--- config.mk ---
export PLATFORM = sky130hd
export DESIGN_NAME = xdiv_iter
export DESIGN_NICKNAME = d
export VERILOG_FILES = /design/src/rtl/xdiv_iter_pkg.sv /design/src/rtl/xdiv_core.sv /design/src/rtl/xdiv_iter.sv
export SDC_FILE = /design/constraint.sdc
export NUM_CORES = 1
export LEC_CHECK = 0
export CORE_ASPECT_RATIO = 0.7
export CORE_MARGIN = 2
export CORE_UTILIZATION = 40
export CTS_BUF_LIST = sky130_fd_sc_hd__clkbuf_8
export CTS_CLUSTER_DIAMETER = 80
export CTS_CLUSTER_SIZE = 20
export DETAILED_ROUTE_END_ITERATION = 6
export PLACE_DENSITY_LB_ADDON = 0.12
export SETUP_SLACK_MARGIN = 0.1
export SYNTH_ARGS = -nofsm -noshare
export SYNTH_HDL_FRONTEND = slang
export SYNTH_SLANG_ARGS = --single-unit
--- constraint.sdc ---
create_clock -name clk -period 8.15 [get_ports clk]
set_clock_uncertainty 0.2 [all_clocks]
set_input_delay 1.63 -clock clk [delete_from_list [all_inputs] [get_ports clk]]
set_output_delay 1.63 -clock clk [all_outputs]
set_load 0.05 [all_outputs]
--- src/rtl/xdiv_iter_pkg.sv ---
// Shared definitions for the xdiv_iter divider peripheral: address width,
// base address, register offsets and CTRL/STAT bit positions.
package xdiv_iter_pkg;

    localparam int DIV_DATA_W = 32;
    localparam int DIV_ADDR_W = 3;

    // Base address is consumed by the upstream decoder only.
    localparam logic [31:0] DIV_BASE = 32'h0000_0100;

    localparam logic [DIV_ADDR_W-1:0] DIV_CTRL = 3'd0;
    localparam logic [DIV_ADDR_W-1:0] DIV_DVND = 3'd1;
    localparam logic [DIV_ADDR_W-1:0] DIV_DVSR = 3'd2;
    localparam logic [DIV_ADDR_W-1:0] DIV_QUOT = 3'd3;
    localparam logic [DIV_ADDR_W-1:0] DIV_REM  = 3'd4;

    localparam int CTRL_START  = 0;
    localparam int CTRL_SIGNED = 1;

    localparam int STAT_BUSY = 0;
    localparam int STAT_DONE = 1;
    localparam int STAT_DBZ  = 2;

endpackage

--- src/rtl/xdiv_core.sv ---
// Restoring shift/subtract divider core: one quotient bit per cycle on
// operand magnitudes, with sign fix-up applied in the final FIX cycle.
//
//   state  | meaning
//   S_IDLE | waiting for start, working registers hold last operation
//   S_CALC | one restoring step per cycle, count runs DATA_W-1 down to 0
//   S_FIX  | apply result signs; done_o pulses and q_o/r_o are valid
module xdiv_core #(
    parameter int DATA_W = 32
) (
    input  logic              clk,
    input  logic              rst_n,
    input  logic              start_i,
    input  logic              signed_i,
    input  logic [DATA_W-1:0] dvnd_i,
    input  logic [DATA_W-1:0] dvsr_i,
    output logic              busy_o,
    output logic              done_o,
    output logic [DATA_W-1:0] q_o,
    output logic [DATA_W-1:0] r_o
);

    localparam int CNT_W = $clog2(DATA_W);

    typedef enum logic [1:0] {
        S_IDLE = 2'd0,
        S_CALC = 2'd1,
        S_FIX  = 2'd2
    } state_e;

    state_e             state_q, state_d;
    logic [DATA_W-1:0]  q_q, q_d;
    logic [DATA_W-1:0]  rem_q, rem_d;
    logic [DATA_W-1:0]  dvsr_q, dvsr_d;
    logic               neg_q_q, neg_q_d;
    logic               neg_r_q, neg_r_d;
    logic [CNT_W-1:0]   count_q, count_d;

    logic               dvnd_neg, dvsr_neg;
    logic [DATA_W-1:0]  dvnd_mag, dvsr_mag;
    logic [DATA_W:0]    shifted, diff;

    assign dvnd_neg = signed_i & dvnd_i[DATA_W-1];
    assign dvsr_neg = signed_i & dvsr_i[DATA_W-1];
    // Negating the most negative value wraps to itself, which is the
    // correct unsigned magnitude 2^(DATA_W-1).
    assign dvnd_mag = dvnd_neg ? (~dvnd_i + 1'b1) : dvnd_i;
    assign dvsr_mag = dvsr_neg ? (~dvsr_i + 1'b1) : dvsr_i;

    assign shifted = {rem_q, q_q[DATA_W-1]};
    assign diff    = shifted - {1'b0, dvsr_q};

    always_comb begin
        state_d = state_q;
        q_d     = q_q;
        rem_d   = rem_q;
        dvsr_d  = dvsr_q;
        neg_q_d = neg_q_q;
        neg_r_d = neg_r_q;
        count_d = count_q;
        case (state_q)
            S_IDLE: begin
                if (start_i) begin
                    q_d     = dvnd_mag;
                    rem_d   = '0;
                    dvsr_d  = dvsr_mag;
                    neg_q_d = dvnd_neg ^ dvsr_neg;
                    neg_r_d = dvnd_neg;
                    count_d = CNT_W'(DATA_W - 1);
                    state_d = S_CALC;
                end
            end
            S_CALC: begin
                if (!diff[DATA_W]) begin
                    rem_d = diff[DATA_W-1:0];
                    q_d   = {q_q[DATA_W-2:0], 1'b1};
                end else begin
                    rem_d = shifted[DATA_W-1:0];
                    q_d   = {q_q[DATA_W-2:0], 1'b0};
                end
                count_d = count_q - 1'b1;
                if (count_q == '0) state_d = S_FIX;
            end
            S_FIX:   state_d = S_IDLE;
            default: state_d = S_IDLE;
        endcase
    end

    always_ff @(posedge clk or negedge rst_n) begin
        if (!rst_n) begin
            state_q <= S_IDLE;
            q_q     <= '0;
            rem_q   <= '0;
            dvsr_q  <= '0;
            neg_q_q <= 1'b0;
            neg_r_q <= 1'b0;
            count_q <= '0;
        end else begin
            state_q <= state_d;
            q_q     <= q_d;
            rem_q   <= rem_d;
            dvsr_q  <= dvsr_d;
            neg_q_q <= neg_q_d;
            neg_r_q <= neg_r_d;
            count_q <= count_d;
        end
    end

    assign busy_o = (state_q != S_IDLE);
    assign done_o = (state_q == S_FIX);
    assign q_o    = neg_q_q ? (~q_q + 1'b1) : q_q;
    assign r_o    = neg_r_q ? (~rem_q + 1'b1) : rem_q;

endmodule

--- src/rtl/xdiv_iter.sv ---
// Memory-mapped iterative divider: register file, start/divide-by-zero
// handling and zero-latency read mux around xdiv_core.
module xdiv_iter
    import xdiv_iter_pkg::*;
#(
    parameter int DATA_W = DIV_DATA_W,
    parameter int OFFS_W = DIV_ADDR_W
) (
    input  logic              clk,
    input  logic              rst_n,
    input  logic              sel,
    input  logic              we,
    input  logic [OFFS_W-1:0] addr,
    input  logic [DATA_W-1:0] data_in,
    output logic [DATA_W-1:0] data_out,
    output logic              busy
);

    logic [DATA_W-1:0] dividend_q, dividend_d;
    logic [DATA_W-1:0] divisor_q, divisor_d;
    logic [DATA_W-1:0] quotient_q, quotient_d;
    logic [DATA_W-1:0] remainder_q, remainder_d;
    logic              done_q, done_d;
    logic              dbz_q, dbz_d;

    logic              wr_en, start_acc, dvsr_zero, core_start, core_done;
    logic [DATA_W-1:0] core_q, core_r;

    // All writes, including start, are locked out while a division runs.
    assign wr_en      = sel & we & ~busy;
    assign start_acc  = wr_en && (addr == OFFS_W'(DIV_CTRL)) && data_in[CTRL_START];
    assign dvsr_zero  = (divisor_q == '0);
    assign core_start = start_acc & ~dvsr_zero;

    xdiv_core #(.DATA_W(DATA_W)) u_core (
        .clk      (clk),
        .rst_n    (rst_n),
        .start_i  (core_start),
        .signed_i (data_in[CTRL_SIGNED]),
        .dvnd_i   (dividend_q),
        .dvsr_i   (divisor_q),
        .busy_o   (busy),
        .done_o   (core_done),
        .q_o      (core_q),
        .r_o      (core_r)
    );

    always_comb begin
        dividend_d  = dividend_q;
        divisor_d   = divisor_q;
        quotient_d  = quotient_q;
        remainder_d = remainder_q;
        done_d      = done_q;
        dbz_d       = dbz_q;
        if (wr_en && addr == OFFS_W'(DIV_DVND)) dividend_d = data_in;
        if (wr_en && addr == OFFS_W'(DIV_DVSR)) divisor_d  = data_in;
        if (start_acc) begin
            // Divide by zero resolves in one cycle without entering the core.
            done_d = dvsr_zero;
            dbz_d  = dvsr_zero;
            if (dvsr_zero) begin
                quotient_d  = '1;
                remainder_d = dividend_q;
            end
        end
        if (core_done) begin
            quotient_d  = core_q;
            remainder_d = core_r;
            done_d      = 1'b1;
        end
    end

    always_ff @(posedge clk or negedge rst_n) begin
        if (!rst_n) begin
            dividend_q  <= '0;
            divisor_q   <= '0;
            quotient_q  <= '0;
            remainder_q <= '0;
            done_q      <= 1'b0;
            dbz_q       <= 1'b0;
        end else begin
            dividend_q  <= dividend_d;
            divisor_q   <= divisor_d;
            quotient_q  <= quotient_d;
            remainder_q <= remainder_d;
            done_q      <= done_d;
            dbz_q       <= dbz_d;
        end
    end

    always_comb begin
        data_out = '0;
        case (addr)
            OFFS_W'(DIV_CTRL): begin
                data_out[STAT_BUSY] = busy;
                data_out[STAT_DONE] = done_q;
                data_out[STAT_DBZ]  = dbz_q;
            end
            OFFS_W'(DIV_DVND): data_out = dividend_q;
            OFFS_W'(DIV_DVSR): data_out = divisor_q;
            OFFS_W'(DIV_QUOT): data_out = quotient_q;
            OFFS_W'(DIV_REM):  data_out = remainder_q;
            default:           data_out = '0;
        endcase
    end

endmodule

Yosys cells after proc, flatten, opt, wreduce, memory -nomap -nowiden. Index checks and enable logic that the tools add are counted.

$add $sub $neg: 6. Equal/unequal tests: 8. Multiplexer cells: 25. Bitwise logic cells: 12. Reductions and logical operators: 16.

Operator list (count): 32-bit two-way mux (13); 32-bit by 1-bit adder with 32-bit output, second input constant (4); 32-bit inverter (4); 32-bit case mux with 2 select lines (2); 29-bit case mux with 4 select lines (1); 33-bit by 32-bit subtractor with 33-bit output (1); 32-bit zero test (1); 3-bit case mux with 5 select lines (1); 5-bit case mux with 2 select lines (1); 2-bit AND reduction (4); 2-bit nonzero test (4); 3-bit by 2-bit == test with 1-bit output, second input constant (2); 1-bit AND (5); 5-bit zero test (1); 5-bit two-way mux (1); 5-bit by 1-bit subtractor with 5-bit output, second input constant (1); 1-bit logical AND (4); 2-bit two-way mux (2); 2-bit case mux with 2 select lines (1); 3-bit by 1-bit == test with 1-bit output, second input constant (1); 3-bit == test, second input constant (1); 3-bit zero test (1); 1-bit two-way mux (3); 2-bit by 1-bit == test with 1-bit output, second input constant (1); 6 further kinds (7).

Bits in registers: 235. Bits of input ports: 39. Output and inout bits: 33. Word-level logic and storage cells: 80.

Logic depth before layout (Yosys ltp). Gate-level depths: netlist (run 1).

Depth in word-level cells: 8. Gate-level depth with buffers: 14. Gate-level depth less buffers: 12.

By module. A second synthesis (run 1) with hierarchy kept.

Cell total of the unflattened synthesis: 1566. Area, all modules: 15083.2 sq um.

Modules (own cells, without submodules): xdiv_core (instances 1, cells each 1078, area each 8733.4 sq um, seq. area each 2627.5 sq um); xdiv_iter (instances 1, cells each 488, area each 6349.8 sq um, seq. area each 3253.1 sq um).

Worst setup path after synthesis (run 1). Ideal clock, no wire load.

Kind: input -> output. Start: input addr[1]. End: output data_out[13]. Arrival time: 3.388 ns. Required time: 6.320 ns. Path slack: 2.932 ns. Stages: 7. Buffers on the path: 3. Path through: clkbuf_1 > inv_1 > nor3_1 > clkbuf_1 > clkbuf_1 > a22oi_1 > nand2_1.

Cells in the longest elaborated chain, start to end: 2. Elaborated cells between the ends (all ways): 5. Classes of those cells: eq/ne (4); mux (1).

RTL lines: start: declaration (RTL line xdiv_iter.sv:13) `input logic [OFFS_W-1:0] addr,`; 3-bit == test (tied with other cells) (RTL line xdiv_iter.sv:93) `case (addr)`; 29-bit case mux with 4 select lines (*) (RTL line xdiv_iter.sv:93); end: declaration (RTL line xdiv_iter.sv:15) `output logic [DATA_W-1:0] data_out,`.

Every way passes the cells marked *; elsewhere a longest branch is shown, timed or not.

Final worst setup path (run 1).
Start: input addr[1]. End: output data_out[21].

Same word-level chain as after synthesis.

==> run metrics, run 1 <==
post-synthesis register bit count=235; Arrival @ worst endpoint=4.88 ns; DRT Wirelength=46600 um; Rel. slew slack=-7.84%; Ports=72; # setup viols final=0; post-CTS setup buffers=0; r2r startpoint=u_core.q_q[31]; Worst-Skew Late Latency=0.57 ns; fraction of layout instances using a drive strength above 1=7.97%; vias in the first global route=11.5k; syn_nets=1683; Hold Crit Start=u_core.dvsr_q[21]; TritonCTS Buffers=15; MaxCap Viol Count=1; Final Power=5000 uW; DR pass1 iterations=5; CP startpoint kind=primary input; full die area=37500 um2; GRT Util Overall=24.6%; Syn Std Cell Area=14400 um2; gp weighted congestion=0.896; failing checks=capacitance limit, slew limit; ranking of synthesized cells by area=dfrtp_1 (41%), nand2_1 (5.1%), mux2_2 (5.0%); TritonCTS clock tree=yes; Leak=0.00663 uW; Layout area overhead=9.23%; TNS Setup=0 ns; final cell count without fillers=2086; dpl hpwl=33300 um; Final Critical Period=6.71 ns; Post-Place Cells=2069; number of remaining DRC errors=0; vias per std cell=5.86; top cell type's share of synthesized area=40.9%; largest area contributor in the netlist=dfrtp_1; Pwr Density=318 nW/um2; final slew viol count=3; worst slew pin tran=1.58 ns; H-tree depth=1; unrepaired setup endpoints after global routing=false; ant diodes=0; initial antenna violation count=1; first-pass GRT wire length=71300 um; post-synthesis cell type count=69; die width=231 um; Max Fanout on Critical Path=18; Crit Path Class=primary input to output port; Initial Util=40.3%; synth warn=0; grt ovf=0; clock tree buffer depth=3; antenna-violating nets left=0; Post-synth EDFFs=0; CTS Hold Bufs=0; Tcrit/Tclk final=82.4%; nature of the critical path endpoint=output port; fmax=149 MHz; Final Net Count=1684; Core Box Area=35700 um2; Cells after Synth=1605; Die Span Y=163 um; Vias=12.2k; Buffers on Ports=71; largest net degree at the start of global routing=117; clock slew at reported path FFs=0.12 ns; Routed WL per cell=22.3 um; std cell rows=58; Synth async-reset ratio=100%; Hold Crit Class=register to register; CP Data Required Time=6.32 ns; Max VDD drop=0.000138 V; status=complete, but fails checks; register area share after synthesis=40.9%; Syn Area/Cell=8.96 um2; CP startpoint=addr[1]; post_cts resized=0; clk root buf=clkbuf_8; Final Hold Fails=0; DRT iter0 DRCs=1197; CTS Sinks=235; Synth Flop Type=dfrtp_1
==> power by group <==
| group | total, uW | internal (uW) | switching (uW) |
|---|---|---|---|
| logic | 2490 | 1040 | 1450 |
| registers | 1950 | 1460 | 493 |
| clock network | 562 | 172 | 390 |
| total | 5000 | 2670 | 2340 |
==> cell type report <==
cell class | count | area (um2)
well taps | 480 | 601
repair buffers | 90 | 858
flip-flops and latches | 235 | 5880
clock buffers | 15 | 206
fillers | 3610 | 20000
inverters | 57 | 214
clock inverters | 2 | 15.0
multi-input cells | 1207 | 7940
==> worst max-delay path, cell delays in order <==
cell and delay [ns]:
clkdlybuf4s50_1 0.74, inv_1 0.19, nor2_2 0.91, buf_4 0.35
a22oi_1 0.12, nand2_1 0.12, clkdlybuf4s50_1 0.81
==> worst paths after layout <==
path | to | slack (ns) | cells after the start
setup / recovery | data_out[21] | 1.44 | 7
hold / removal | u_core.dvsr_q[21] | 0.30 | 2
setup reg to reg | u_core.rem_q[29] | 2.51 | 12
hold reg to reg | u_core.dvsr_q[21] | 0.30 | 2
max in group asynchronous | u_core.count_q[1] | 5.43 | 2
min in group asynchronous | u_core.rem_q[6] | 0.87 | 1
==> cell families after synthesis <==
kind of cell / count (synthesis) / synth area share, %
mux: 72 / 5.65
compound gates: 495 / 22.3
simple gates: 456 / 14.5
fa+ha+maj: 39 / 3.44
flops: 235 / 40.9
xor+xnor: 145 / 8.83
buf+inv: 163 / 4.34
==> cells in the mapped netlist (4+ instances only) <==
| master | number |
|---|---|
| dfrtp_1 | 235 |
| nand2_1 | 197 |
| nor2_1 | 114 |
| o21ai_1 | 103 |
| clkbuf_1 | 88 |
| a21oi_1 | 80 |
| a22oi_1 | 78 |
| xor2_1 | 77 |
| xnor2_1 | 68 |
| mux2_2 | 64 |
| inv_1 | 56 |
| o21ai_0 | 48 |
| ha_1 | 38 |
| a31oi_1 | 34 |
| o31ai_1 | 32 |
| nor3_1 | 26 |
| nand3_1 | 20 |
| a22o_1 | 19 |
| nand2b_1 | 19 |
| a21o_1 | 18 |
| a221o_1 | 14 |
| o41ai_1 | 13 |
| and3_1 | 12 |
| or3_1 | 11 |
| buf_2 | 10 |
| o22ai_1 | 10 |
| or4_1 | 10 |
| nor4_1 | 9 |
| a211oi_1 | 8 |
| buf_1 | 8 |
| mux2i_1 | 7 |
| nor2b_1 | 6 |
| and2_1 | 5 |
| o211ai_1 | 5 |
| a211o_1 | 4 |
| nand4_1 | 4 |
==> per-stage QoR <==
step	setup slack [ns]	instance area, um2	utilization, %	hold slack, ns
after global placement	1.54	15500	43.4	0.267
final	1.44	15700	44.0	0.301
after global routing	1.36	15700	44.0	0.315
after floorplan	2.93	14400	-	0.242
after CTS	1.51	15700	44.0	0.304
after detailed placement	1.52	15500	43.4	0.273
==> metal layers <==
| metal | share of wire [%] | track usage (%) |
|---|---|---|
| met1 | 50 | 38.8 |
| met4 | 1.9 | 4.75 |
| met3 | 6.9 | 4.67 |
| met5 | 0.028 | 0 |
| met2 | 41 | 34.8 |
==> flip-flops by register name (all words and copies together) (netlist names) <==
signal          flops
dividend_q         32
divisor_q          32
quotient_q         32
remainder_q        32
u_core.dvsr_q      32
u_core.q_q         32
u_core.rem_q       32
u_core.count_q      5
u_core.state_q      2
dbz_q               1
done_q              1
u_core.neg_q_q      1
u_core.neg_r_q      1
==> placed cells by master (no fill, tap or decap), drive strengths merged, types with 5 or more instances in the layout <==
cell / netlist / final
or4: 12 / 12
nor2: 114 / 114
dfrtp: 235 / 235
and3: 12 / 12
a31oi: 34 / 34
nand3: 20 / 20
o211ai: 5 / 5
a21o: 18 / 18
nand2b: 19 / 19
clkdlybuf4s50: 0 / 70
a221o: 14 / 14
inv: 57 / 57
a211oi: 8 / 8
xor2: 77 / 77
o31ai: 32 / 32
or3: 14 / 14
a22o: 19 / 19
nor4: 10 / 10
mux2: 64 / 64
nor2b: 6 / 6
ha: 38 / 38
and2: 6 / 6
nand2: 197 / 197
o22ai: 10 / 10
a21oi: 81 / 81
nor3: 27 / 27
buf: 18 / 20
o41ai: 14 / 14
o21ai: 151 / 151
mux2i: 7 / 7
xnor2: 68 / 68
a22oi: 78 / 78
clkbuf: 88 / 15
Note: power is estimated with default switching activity, not from simulation.
==> inputs of run 2 (changes only) <==
==> constraint.sdc (replaced) <==
create_clock -name clk -period 5.4 [get_ports clk]
set_clock_uncertainty 0.2 [all_clocks]
set_input_delay 1.08 -clock clk [delete_from_list [all_inputs] [get_ports clk]]
set_output_delay 1.08 -clock clk [all_outputs]
set_load 0.05 [all_outputs]
==> run metrics, run 2 (same netlist as run 1, synthesis figures left out) <==
status=finished, final reports clean; Worst-Skew Late Latency=0.58 ns (about the same); net switching power=3510 uW (+50%); post-CTS setup buffers=0 (unchanged); number of remaining DRC errors=0 (unchanged); die width=231 um (unchanged); Worst Hold Slack=0.303 ns (+0.00222 ns); Final Power=7600 uW (+52%); largest net degree at the start of global routing=124 (+6.0%); Pwr Density=480 nW/um2 (+51%); DRT Wirelength=45800 um (-1.7%); GRT Util Overall=24.4% (-0.22 points); TritonCTS clock tree=yes; worst hold endpoint=u_core.dvsr_q[19]; antenna-violating nets left=0 (unchanged); Final Hold Fails=0 (unchanged); Vias=12.3k (+0.80%); Buf/Inv on CP=5 (+1); CTS Sinks=235 (unchanged); Cell Area, Placed=15600 um2 (+0.48%); critical path depth=8 (+1); TNS Setup=0 ns (unchanged); Layout area overhead=9.91%; worst slew pin tran=1.14 ns (-0.435 ns); vias per std cell=5.87 (+0.23%); sequential power share=38.8% (-0.2 points); CP startpoint kind=primary input; Worst path max stage delay=0.81 ns (-0.10 ns); clk root buf=clkbuf_8; CP Data Required Time=4.12 ns (-2.20 ns); critical path, cell by cell=clkdlybuf4s50_1 > buf_4 > inv_1 > nor3_2 > buf_4 > a22oi_1 > nand2_1 > clkdlybuf4s50_1; Reg area=5880 um2 (unchanged); CP max-delay cell=clkdlybuf4s50_1; H-tree depth=1 (unchanged); combinational share of power=49.5% (-0.3 points); multi-input logic area=7940 um2 (unchanged); Tcrit/Tclk final=87.8%; Leak=0.00674 uW (+1.7%); vias in the first global route=11.5k (-0.53%); Initial Util=40.3% (unchanged); Crit Path Class=primary input to output port; post_cts resized=0 (unchanged); Final Critical Period=4.74 ns; cell family with most CP delay=buffers and inverters; final instance area=15800 um2 (+0.63%); dpl hpwl=33200 um (-0.34%); gp weighted congestion=0.857 (-4.3%); Hold Crit Class=register to register; MaxCap Viol Count=0 (-1); hold depth=2 (unchanged); sw frac=46.3% (-0.42 points); most frequent cells in the layout=dfrtp_1 (235), nand2_1 (197), nor2_1 (110); Post-Place Cells=2079 (+0.48%); clock slew at reported path FFs=0.13 ns (about the same); r2r startpoint=divisor_q[6]; power share of the clock group=11.6% (+0.4 points); grt ovf=0 (unchanged); # setup viols final=0 (unchanged); R2R Path End=u_core.neg_q_q; Int Power=4080 uW (+53%); final cell count without fillers=2098 (+0.58%); Hold Crit Start=u_core.dvsr_q[19]; full die area=37500 um2 (unchanged); Routed WL per cell=21.8 um (-2.3%); commonest non-fill, non-tap cell in the layout=dfrtp_1; Ports=72 (unchanged); Die Span Y=163 um (unchanged); std cell rows=58 (unchanged); TritonCTS Buffers=15 (unchanged); Buffers on Ports=71 (unchanged); Arrival @ worst endpoint=3.46 ns (-1.42 ns); Final Net Count=1694 (+0.59%); fmax=211 MHz; DR pass1 iterations=5 (unchanged); Filler cells=3552 (-1.6%); initial antenna violation count=0 (-1); CTS Hold Bufs=0 (unchanged); final slew viol count=0 (-3); Max VDD drop=0.000293 V (+110%); Core Box Area=35700 um2 (unchanged); fraction of layout instances using a drive strength above 1=9.52% (+1.5 points); clock tree buffer depth=3 (unchanged); ant diodes=0 (unchanged); R2R depth=9 (-3); R2R Setup Slk=1.21 ns (-1.30 ns); Max Fanout on Critical Path=12 (-6); nature of the critical path endpoint=output port; DRT iter0 DRCs=1155 (-3.5%); first-pass GRT wire length=70800 um (-0.68%); unrepaired setup endpoints after global routing=false; Rel. slew slack=23.9% (+32 points)
==> run 2: changes by cell type in the layout (fill, tap and decap cells not counted), sizes merged <==
cell	before	now
buf	20	45
clkbuf	15	17
clkdlybuf4s50	70	55
clkinvlp	2	1
inv	57	58
==> run 2: power groups by stage <==
| stage | combinational [uW] | sequential (uW) | clock (uW) |
|---|---|---|---|
| floorplan | 2910 | 2660 | 0 |
| global placement | 3700 | 2960 | 0 |
| detailed placement | 3730 | 2970 | 0 |
| CTS | 3750 | 2930 | 910 |
| global route | 4200 | 3020 | 970 |
| finish | 3760 | 2950 | 885 |
==> run 2: final cells by class <==
type	instances	area share [%]
clock buffer	17	1.48
clock inverter	2	0.0712
inverter	57	1.35
multi-input combinational	1207	50.2
sequential	235	37.2
tap	480	3.80
timing repair buffer	100	5.90
==> run 2: routing by layer <==
layer | wire [um] | GRT usage [%] | vias up
li1 | - | - | 5767
met1 | 22600 | 37.9 | 6128
met2 | 19300 | 35.4 | 383
met3 | 2920 | 3.75 | 46
met4 | 1010 | 5.48 | 0
met5 | 0 | 0 | -
==> run 2: worst max-delay path by stage <==
stage | from | to | slack, ns
2_1_floorplan | addr[1] | data_out[13] | 1.28
3_3_place_gp | addr[1] | data_out[14] | 0.74
3_5_place_dp | addr[1] | data_out[3] | 0.69
4_1_cts | addr[1] | data_out[3] | 0.68
5_1_grt | addr[1] | data_out[3] | 0.56
6_report | addr[1] | data_out[3] | 0.66
==> run 2: per-stage QoR <==
stage	setup WS [ns]	util (%)
2_1_floorplan	1.28	-
3_3_place_gp	0.737	43.6
3_5_place_dp	0.691	43.6
4_1_cts	0.681	44.3
5_1_grt	0.558	44.3
6_report	0.657	44.3
==> run 2: worst register-to-register path, cell delays in order (launching register included) <==
cell and delay [ns]:
dfrtp_1 0.53, or4_1 0.60, nor3_1 0.27, and3_1 0.40, nand2_1 0.21, or3_1 0.56
nand2b_2 0.79, buf_4 0.41, nand2_1 0.09, nand2_1 0.10
